==> src/rtl/demux_1to16_reg.sv <==
// Registered 1-to-16 demultiplexer with one-hot write strobe and a
// 16-cycle sequential clear walked LSB-first by a small two-state FSM.
module demux_1to16_reg (
  input  logic        clk,
  input  logic        reset,
  input  logic        we,
  input  logic [3:0]  s,
  input  logic        d,
  input  logic        clr,
  output logic [15:0] z,
  output logic [15:0] strb,
  output logic        busy,
  output logic        dbg_state,
  output logic [3:0]  dbg_cnt
);

  typedef enum logic {
    IDLE  = 1'b0,
    CLEAR = 1'b1
  } state_t;

  state_t      r_state;
  state_t      w_next_state;
  logic [3:0]  r_cnt;
  logic [3:0]  w_next_cnt;
  logic [15:0] r_z;
  logic [15:0] w_next_z;
  logic [15:0] r_strb;
  logic [15:0] w_next_strb;
  logic        r_busy;
  logic        w_next_busy;

  always_ff @(posedge clk or posedge reset) begin
    if (reset) begin
      r_state <= IDLE;
      r_cnt   <= 4'd0;
      r_z     <= 16'h0000;
      r_strb  <= 16'h0000;
      r_busy  <= 1'b0;
    end else begin
      r_state <= w_next_state;
      r_cnt   <= w_next_cnt;
      r_z     <= w_next_z;
      r_strb  <= w_next_strb;
      r_busy  <= w_next_busy;
    end
  end

  // s and d are only looked at when a write is actually taken, so X on
  // them while we=0 cannot leak into state.
  always_comb begin
    w_next_state = r_state;
    w_next_cnt   = r_cnt;
    w_next_z     = r_z;
    w_next_strb  = 16'h0000;
    w_next_busy  = r_busy;
    case (r_state)
      IDLE: begin
        if (clr) begin
          w_next_state = CLEAR;
          w_next_cnt   = 4'd0;
          w_next_busy  = 1'b1;
        end else if (we) begin
          w_next_z[s]    = d;
          w_next_strb[s] = 1'b1;
        end
      end
      CLEAR: begin
        w_next_z[r_cnt]    = 1'b0;
        w_next_strb[r_cnt] = 1'b1;
        w_next_cnt         = r_cnt + 4'd1;
        // Last destination: counter wraps to 0 on its own.
        if (r_cnt == 4'd15) begin
          w_next_state = IDLE;
          w_next_busy  = 1'b0;
        end
      end
      default: begin
        w_next_state = IDLE;
        w_next_busy  = 1'b0;
      end
    endcase
  end

  assign z         = r_z;
  assign strb      = r_strb;
  assign busy      = r_busy;
  assign dbg_state = r_state;
  assign dbg_cnt   = r_cnt;

endmodule

==> config.mk <==
export PLATFORM = sky130hd
export DESIGN_NAME = demux_1to16_reg
export DESIGN_NICKNAME = d
export VERILOG_FILES = /design/src/rtl/demux_1to16_reg.sv
export SDC_FILE = /design/constraint.sdc
export NUM_CORES = 1
export LEC_CHECK = 0
export ABC_AREA = 1
export BUFFER_PORTS_ARGS = -buffer_cell sky130_fd_sc_hd__buf_4
export CAP_MARGIN = 20
export CORE_ASPECT_RATIO = 1.1
export CORE_MARGIN = 10
export CORE_UTILIZATION = 53
export CTS_CLUSTER_SIZE = 8
export DETAILED_ROUTE_END_ITERATION = 7
export MAX_ROUTING_LAYER = met4
export PLACE_DENSITY = 0.81
export SYNTH_ARGS = -nofsm -noshare
export SYNTH_HDL_FRONTEND = slang
export SYNTH_SLANG_ARGS = --single-unit
==> constraint.sdc <==
create_clock -name clk -period 1.5 [get_ports clk]
set_input_delay 0.3 -clock clk [delete_from_list [all_inputs] [get_ports clk]]
set_output_delay 0.3 -clock clk [all_outputs]
set_load 0.02 [all_outputs]
==> Word-level counts from Yosys, hierarchy flattened <==
Index checks and enable logic that the tools add are counted.
{ "totals": {"elab_cells": 41, "out_inout_bits": 38, "in_bits": 9, "regBits": 38} }
{ "op_classes": {"magnitude_cmp": 4, "reduce_logical": 4, "bitwise": 3, "n_addsub": 1, "n_eq_ne": 5, "n_mux": 19} }
{ "op_table": {"columns": ["operator", "n"], "rows": [
  ["$mux W16", 4],
  ["$pmux W16 S2", 2],
  ["$and A16 B16 Y16", 1],
  ["$bwmux W16", 1],
  ["$not A16 Y16", 1],
  ["$lt A4 B5 Y1 const B", 2],
  ["$demux W1 S4", 2],
  ["$ge A4 B1 Y1 const B", 2],
  ["$pmux W4 S2", 1],
  ["$mux W1", 6],
  ["$ne A2 B2 Y1 const B", 3],
  ["$add A4 B1 Y4 const B", 1],
  ["$eq A4 B4 Y1 const B", 1],
  ["$mux W4", 1],
  ["$pmux W1 S2", 2],
  ["$reduce_and A2 Y1", 2],
  ["$logic_and A1 B1 Y1", 2],
  ["$ne A2 B1 Y1 const B", 1],
  ["$not A1 Y1", 1]
]} }

==> Longest topological paths before layout <==
Gate-level depths: netlist of the first run.
{ "logic_depth": {"depth_word": 8, "mapped_depth": 9, "depth_no_buf": 9} }

==> Worst setup path after synthesis of the first run <==
No wires, ideal clock.
{ "synth_timing": {"path_kind": "register to register", "start": "register r_cnt[0], in the netlist dbg_cnt[0]", "end": "register r_z[10], in the netlist z[10]", "period_less_slack_ps": 1303, "setup_slack_ps": 197, "setup_ps": 62, "stages_incl_launch_ff": 10, "t_arrival_ps": 1241, "required_ps": 1438, "cell_sequence": "dfrtp_1 -> inv_1 -> ha_1 -> nand2_1 -> inv_1 -> nand2_1 -> nand2_1 -> nand2_1 -> nand2_1 -> inv_1"} }
{ "synth_via": {"elab_chain_len": 7} }
{ "synth_rtl": {"columns": ["item", "line", "text"], "rows": [
  ["start, declared", "24", "logic [3:0] r_cnt;"],
  ["start signal, assigned", "42", "r_cnt <= w_next_cnt;"],
  ["$lt A4 B5 Y1 (not written as such) / $ge A4 B1 Y1 (equally long branches)", "69", "w_next_z[r_cnt] = 1'b0;"],
  ["$logic_and A1 B1 Y1 (not written as such)", "69", null],
  ["$mux W1 (not written as such)", "69", null],
  ["$demux W1 S4 (*)", "69", null],
  ["$not A16 Y16 (no line) (*)", null, null],
  ["$and A16 B16 Y16 (no line) (*)", null, null],
  ["$pmux W16 S2 (*)", "57", "case (r_state)"],
  ["end signal, assigned", "43", "r_z <= w_next_z;"],
  ["end, declared", "26", "logic [15:0] r_z;"]
]} }
Mark *: on every way between the ends. The rest lies on a longest branch, timed or not.
A chain may end at the register's enable or synchronous reset.

==> Worst setup path after layout of the first run <==
{ "layout_timing": {"start": "register r_state, in the netlist dbg_state", "end": "output port dbg_state"} }
{ "layout_lines": {"columns": ["item", "line", "text"], "rows": [
  ["start, declared", "22", "state_t r_state;"],
  ["start signal, assigned", "41", "r_state <= w_next_state;"],
  ["end, declared", "13", "output logic dbg_state,"]
]} }
No word-level cell between the ends.

==> results of run 1 <==
sequential cells by signal, summed over array words and instances, names as in the netlist:
signal and flops:
busy 1, strb 16, dbg_cnt 4, z 16, dbg_state 1
area by class of cell:
class | count | area share (%)
Tap cell | 50 | 2.47
Clock buffer | 6 | 3.26
Sequential cell | 38 | 37.7
Timing Repair Buffer | 56 | 16.6
Inverter | 41 | 6.08
Clock inverter | 2 | 0.495
Multi-Input combinational cell | 180 | 33.4
cells in the mapped netlist (all sizes together):
cell,n
nand4,1
a22o,1
nand2,98
inv,41
o21ai,6
a21oi,3
clkbuf,1
o22ai,2
buf,7
nand3,46
nor2,17
ha,6
dfrtp,38
power groups by stage:
| stage | Clock (mW) | Sequential [mW] | Combinational [mW] |
|---|---|---|---|
| 2_1_floorplan | 0 | 1.84 | 0.969 |
| 3_3_place_gp | 0 | 1.54 | 1.99 |
| 3_5_place_dp | 0 | 1.56 | 2.01 |
| 4_1_cts | 0.755 | 1.55 | 2.03 |
| 5_1_grt | 0.805 | 1.59 | 2.23 |
| 6_report | 0.746 | 1.55 | 2.02 |
metal layers:
metal | track usage (%) | vias to the layer above | routed length (um) | part of all wire (%)
met1 | 16.9 | 821 | 2080 | 42
met2 | 25.8 | 55 | 2410 | 49
met5 | - | - | 0 | 0
met4 | 6.69 | 0 | 82 | 1.7
li1 | - | 932 | - | -
met3 | 5.22 | 9 | 313 | 6.4
per-stage QoR:
step | cells | hold slack (ps) | setup slack (ps) | total power [mW] | cell area (um^2)
2_1_floorplan | 267 | 454 | 197 | 2.81 | 2020
6_report | 373 | 106 | 68.8 | 4.31 | 2530
3_3_place_gp | 365 | 441 | 208 | 3.53 | 2430
5_1_grt | 373 | 151 | 19.8 | 4.63 | 2530
4_1_cts | 373 | 126 | 60.3 | 4.34 | 2530
3_5_place_dp | 365 | 442 | 169 | 3.57 | 2430
worst max path at each step:
stage / slack [ps] / start / endpoint
final: 70 / dbg_state / dbg_state
after global placement: 210 / dbg_cnt[0] / z[10]
after floorplan: 200 / dbg_cnt[0] / z[10]
after CTS: 60 / dbg_state / dbg_state
after detailed placement: 170 / dbg_cnt[0] / z[10]
after global routing: 20 / dbg_state / dbg_state
timing repair:
action	in CTS	in global routing
resized for setup	1	1
endpoints found under the setup margin	1	1
hold buffers	0	0
critical path: cells and delay by family (launching register included):
kind                   cells  cell delay [ps]
buffers and inverters      2              360
flip-flops                 1              470
logic make-up (layout without fill, tap and decap cells):
group	Yosys count	in the layout	share of synthesized area, %
buf+inv	49	105	11.0
simple gates	162	162	34.9
flops	38	38	47.1
compound gates	12	12	3.29
fa+ha+maj	6	6	3.72
==> impl_metrics.tcl, run 1 <==
set metrics [dict create \
    drt_iter0_drc 181 \
    start_util_pct 55.2 \
    fillers 314 \
    crit_top_cell "buf_4" \
    pwr-share-comb_pct 46.8 \
    drive_gt1_share_pct 23.2 \
    grt_max_degree 39 \
    grt_pass1_wl_um 8240 \
    p_leak_nw 1.56 \
    path_cells "buf_4 -> buf_4" \
    post_cts_buffers 0 \
    grt_antenna_before_repair 0 \
    drc_errors 0 \
    tightestPinTransition_ps 455 \
    power_switching_mw 1.85 \
    r2r-end "z[10]" \
    grtUsageTotal_pct 15.7 \
    globalplace.congestion 0.892 \
    synth.avg_cell_area_um2 7.55 \
    fin_crit_ps 1430 \
    critPathMaxStageDelay_ps 470 \
    p_int_mw 2.46 \
    worstPathArrival_ps 1130 \
    post-route-util_pct 69.2 \
    irDropWorstVdd_mv 0.900 \
    portBuffers 46 \
    final_cell_mix "nand2_1, buf_4, nand3_1" \
    maxSlewViolCount 0 \
    cts.htree.levels 2 \
    synth_warnings 0 \
    cts_tree "built" \
    cp-end-kind "output port" \
    cts_buffers 5 \
    reg2reg_depth 9 \
    drtAntennaViolNets 0 \
    cp-start-kind "register" \
    multiInputGateArea_um2 845 \
    post_drt_wl_per_cell_um 13.1 \
    hold_viol 0 \
    drt-total-wl_um 4880 \
    syn_nets 282 \
    final_common_cell "nand2_1" \
    maxSlewHeadroom_pct 69.7 \
    rsz0062_at_grt "no" \
    swShare_pct 42.9 \
    ctsLongestPathBuffers 2 \
    finalSetupViolCount 0 \
    cts.sinks 38 \
    crit_slowest_cell "dfrtp_2" \
    clock_power_share_pct 17.3 \
    synth_top_area_share_pct 47.1 \
    vias_per_cell 4.87 \
    synthCells 267 \
    die_w_um 78.8 \
    num_rows 23 \
    synth_top_area_cell "dfrtp_1" \
    coreArea_mm2 0.00365 \
    grt-ovfl-total 0 \
    synthTopCellsByArea "dfrtp_1, nand2_1, nand3_1" \
    regArea_um2 953 \
    antenna-diode-count 0 \
    synth_area_mm2 0.00202 \
    cts-root-buf "clkbuf_8" \
    path_clk_slew_ps 80 \
    first_pass_iters 4 \
    seq_power_share_pct 35.9 \
    dieHeight_um 84.7 \
    reg2reg_from "dbg_cnt[0]" \
    reg2reg_slack_ps 170 \
    skew_ps 7.01 \
    area_growth_pct 25.4 \
    min_period_over_period_pct 95.4 \
    path_class "register to output port" \
    worst-endpoint-required_ps 1200 \
    ys_seq_elements 38 \
    grt_pass1_vias 1830 \
    synth_seq_area_share_pct 47.1 \
    status "finished, final reports clean" \
    timing.setup.tns_ps 0 \
    dr_total_vias 1817 \
    die_area_mm2 0.00668 \
    p_per_area_mw_per_mm2 1700 \
    fmax_ghz 0.699 \
    final_net_count 337 \
    clkLatencyLatePin_ps 300 \
    io_pins 47 \
    min_path_type "input pin to asynchronous set/reset pin" \
    cp_max_fo 11 \
    dp_hpwl_um 3660 \
    cap_violations 0 \
    yosys.cell_types.count 19 \
]
(Power assumes the default switching activity.)
==> run 2: changes to the inputs <==
--- a/constraint.sdc
+++ b/constraint.sdc
@@ -3,2 +3,2 @@
 set_output_delay 0.3 -clock clk [all_outputs]
-set_load 0.02 [all_outputs]
+set_load 0.05 [all_outputs]
==> impl_metrics.tcl, run 2 (synthesized netlist as in run 1, its figures left out) <==
set metrics [dict create \
    skew_ps 8.40 \
    post_drt_wl_per_cell_um 13.1 \
    irDropWorstVdd_mv 1.15 \
    ctsLongestPathBuffers 2 \
    tightestPinTransition_ps 471 \
    top_layer "met4" \
    fmax_ghz 0.695 \
    area_growth_pct 25.9 \
    hold_viol 0 \
    maxSlewHeadroom_pct 68.6 \
    antenna-diode-count 0 \
    min_period_over_period_pct 95.9 \
    clock_power_share_pct 14.8 \
    cp-start-kind "register" \
    num_rows 23 \
    final_common_cell "nand2_1" \
    dr_total_vias 1848 \
    cts-root-buf "clkbuf_8" \
    cp_top_family "flip-flops" \
    p_int_mw 2.48 \
    swShare_pct 50.0 \
    place_area_mm2 0.00243 \
    worstPathArrival_ps 1140 \
    grt_antenna_before_repair 0 \
    cts.htree.levels 2 \
    start_util_pct 55.2 \
    grt_pass1_vias 1827 \
    path_buf_inv 2 \
    final_cell_mix "nand2_1, buf_4, nand3_1" \
    drt_iter0_drc 234 \
    path_class "register to output port" \
    p_per_area_mw_per_mm2 1950 \
    crit_start "dbg_state" \
    min_path_type "input pin to asynchronous set/reset pin" \
    globalplace.congestion 0.912 \
    pwr-share-comb_pct 53.9 \
    critPathMaxStageDelay_ps 470 \
    grt_max_degree 39 \
    finalSetupViolCount 0 \
    final_net_count 338 \
    reg2reg_from "dbg_cnt[0]" \
    cp.depth 2 \
    timing.setup.tns_ps 0 \
    worst-endpoint-required_ps 1200 \
    path_cells "buf_4 -> buf_4" \
    wl_met1_um 2110 \
    cts.sinks 38 \
    maxSlewViolCount 0 \
    cts_buffers 5 \
    fin_crit_ps 1440 \
    grtUsageTotal_pct 15.4 \
    drc_errors 0 \
    coreArea_mm2 0.00365 \
    p_leak_nw 1.57 \
    dp_hpwl_um 3780 \
    portBuffers 46 \
    clkLatencyLatePin_ps 300 \
    reg2reg_slack_ps 110 \
    io_pins 47 \
    stdcell_area_mm2 0.00254 \
    grt_pass1_wl_um 8240 \
    first_pass_iters 4 \
    crit_top_cell "buf_4" \
    die_area_mm2 0.00668 \
    rsz0062_at_grt "no" \
    path_clk_slew_ps 80 \
    dr_wl_met2_um 2360 \
    drtAntennaViolNets 0 \
    reg2reg_depth 9 \
    drive_gt1_share_pct 23.8 \
    power.total_mw 4.96 \
    cp_max_fo 9 \
    drt-total-wl_um 4890 \
    cts_tree "built" \
    vias_per_cell 4.94 \
    cap_violations 0 \
    crit_slowest_cell "dfrtp_2" \
    seq_power_share_pct 31.3 \
    r2r-end "z[10]" \
    dieHeight_um 84.7 \
    ctsHoldBuffers 0 \
    die_w_um 78.8 \
    power_switching_mw 2.48 \
    cp-end-kind "output port" \
    fillers 329 \
    status "finished, final reports clean" \
    route.met3.wl_um 343 \
    grt-ovfl-total 0 \
]
==> run 2: changes by cell type in the layout (fill, tap and decap cells not counted), sizes merged <==
cell and change:
buf +1
==> run 2: what timing repair did <==
action,4_1_cts,5_1_grt
gates resized for setup,1,1
endpoints found under the setup margin,1,2
hold endpoints to repair,0,0
buffers inserted,0,1
==> run 2: cell type report <==
class                      count  area, um^2  share of cell area [%]
tap                           50        62.6                    2.46
clock inverter                 2        12.5                   0.493
timing repair buffer          57         428                    16.9
clock buffer                   6        82.6                    3.25
sequential                    38         955                    37.6
inverter                      41         154                    6.06
multi-input combinational    180         845                    33.3
==> run 2: worst max path at each step <==
stage,slack [ps],to
final,60,dbg_state
after global routing,5,z[10]
after CTS,40,dbg_state
after detailed placement,120,z[10]
after global placement,210,z[10]
after floorplan,10,z[7]
==> run 2: per-stage QoR <==
stage	utilization, %	setup WS (ps)	hold WS [ps]	std cells
after floorplan	-	14.4	454	267
after global placement	66.6	210	437	365
after detailed placement	66.6	124	443	365
after CTS	69.2	35.6	121	373
after global routing	69.5	4.72	143	374
final	69.5	61.8	111	374
==> run 2: worst reg2reg max path: cells and delay by family (launching register included) <==
kind,cells,cell delay (ps)
fa+ha+maj,1,200
simple gates,5,370
buf+inv,3,260
flops,1,460
==> run 2: power groups by stage <==
| stage | Clock (mW) | Combinational (mW) | Sequential (mW) |
|---|---|---|---|
| after global placement | 0 | 2.63 | 1.56 |
| final | 0.735 | 2.67 | 1.55 |
| after floorplan | 0 | 0.969 | 2.48 |
| after CTS | 0.753 | 2.67 | 1.55 |
| after detailed placement | 0 | 2.66 | 1.57 |
| after global routing | 0.808 | 2.89 | 1.59 |
==> run 2: per-layer routing <==
layer / vias up / track usage [%]
li1: 934 / -
met5: - / -
met1: 839 / 17.7
met2: 66 / 24.6
met3: 9 / 4.69
met4: 0 / 6.36
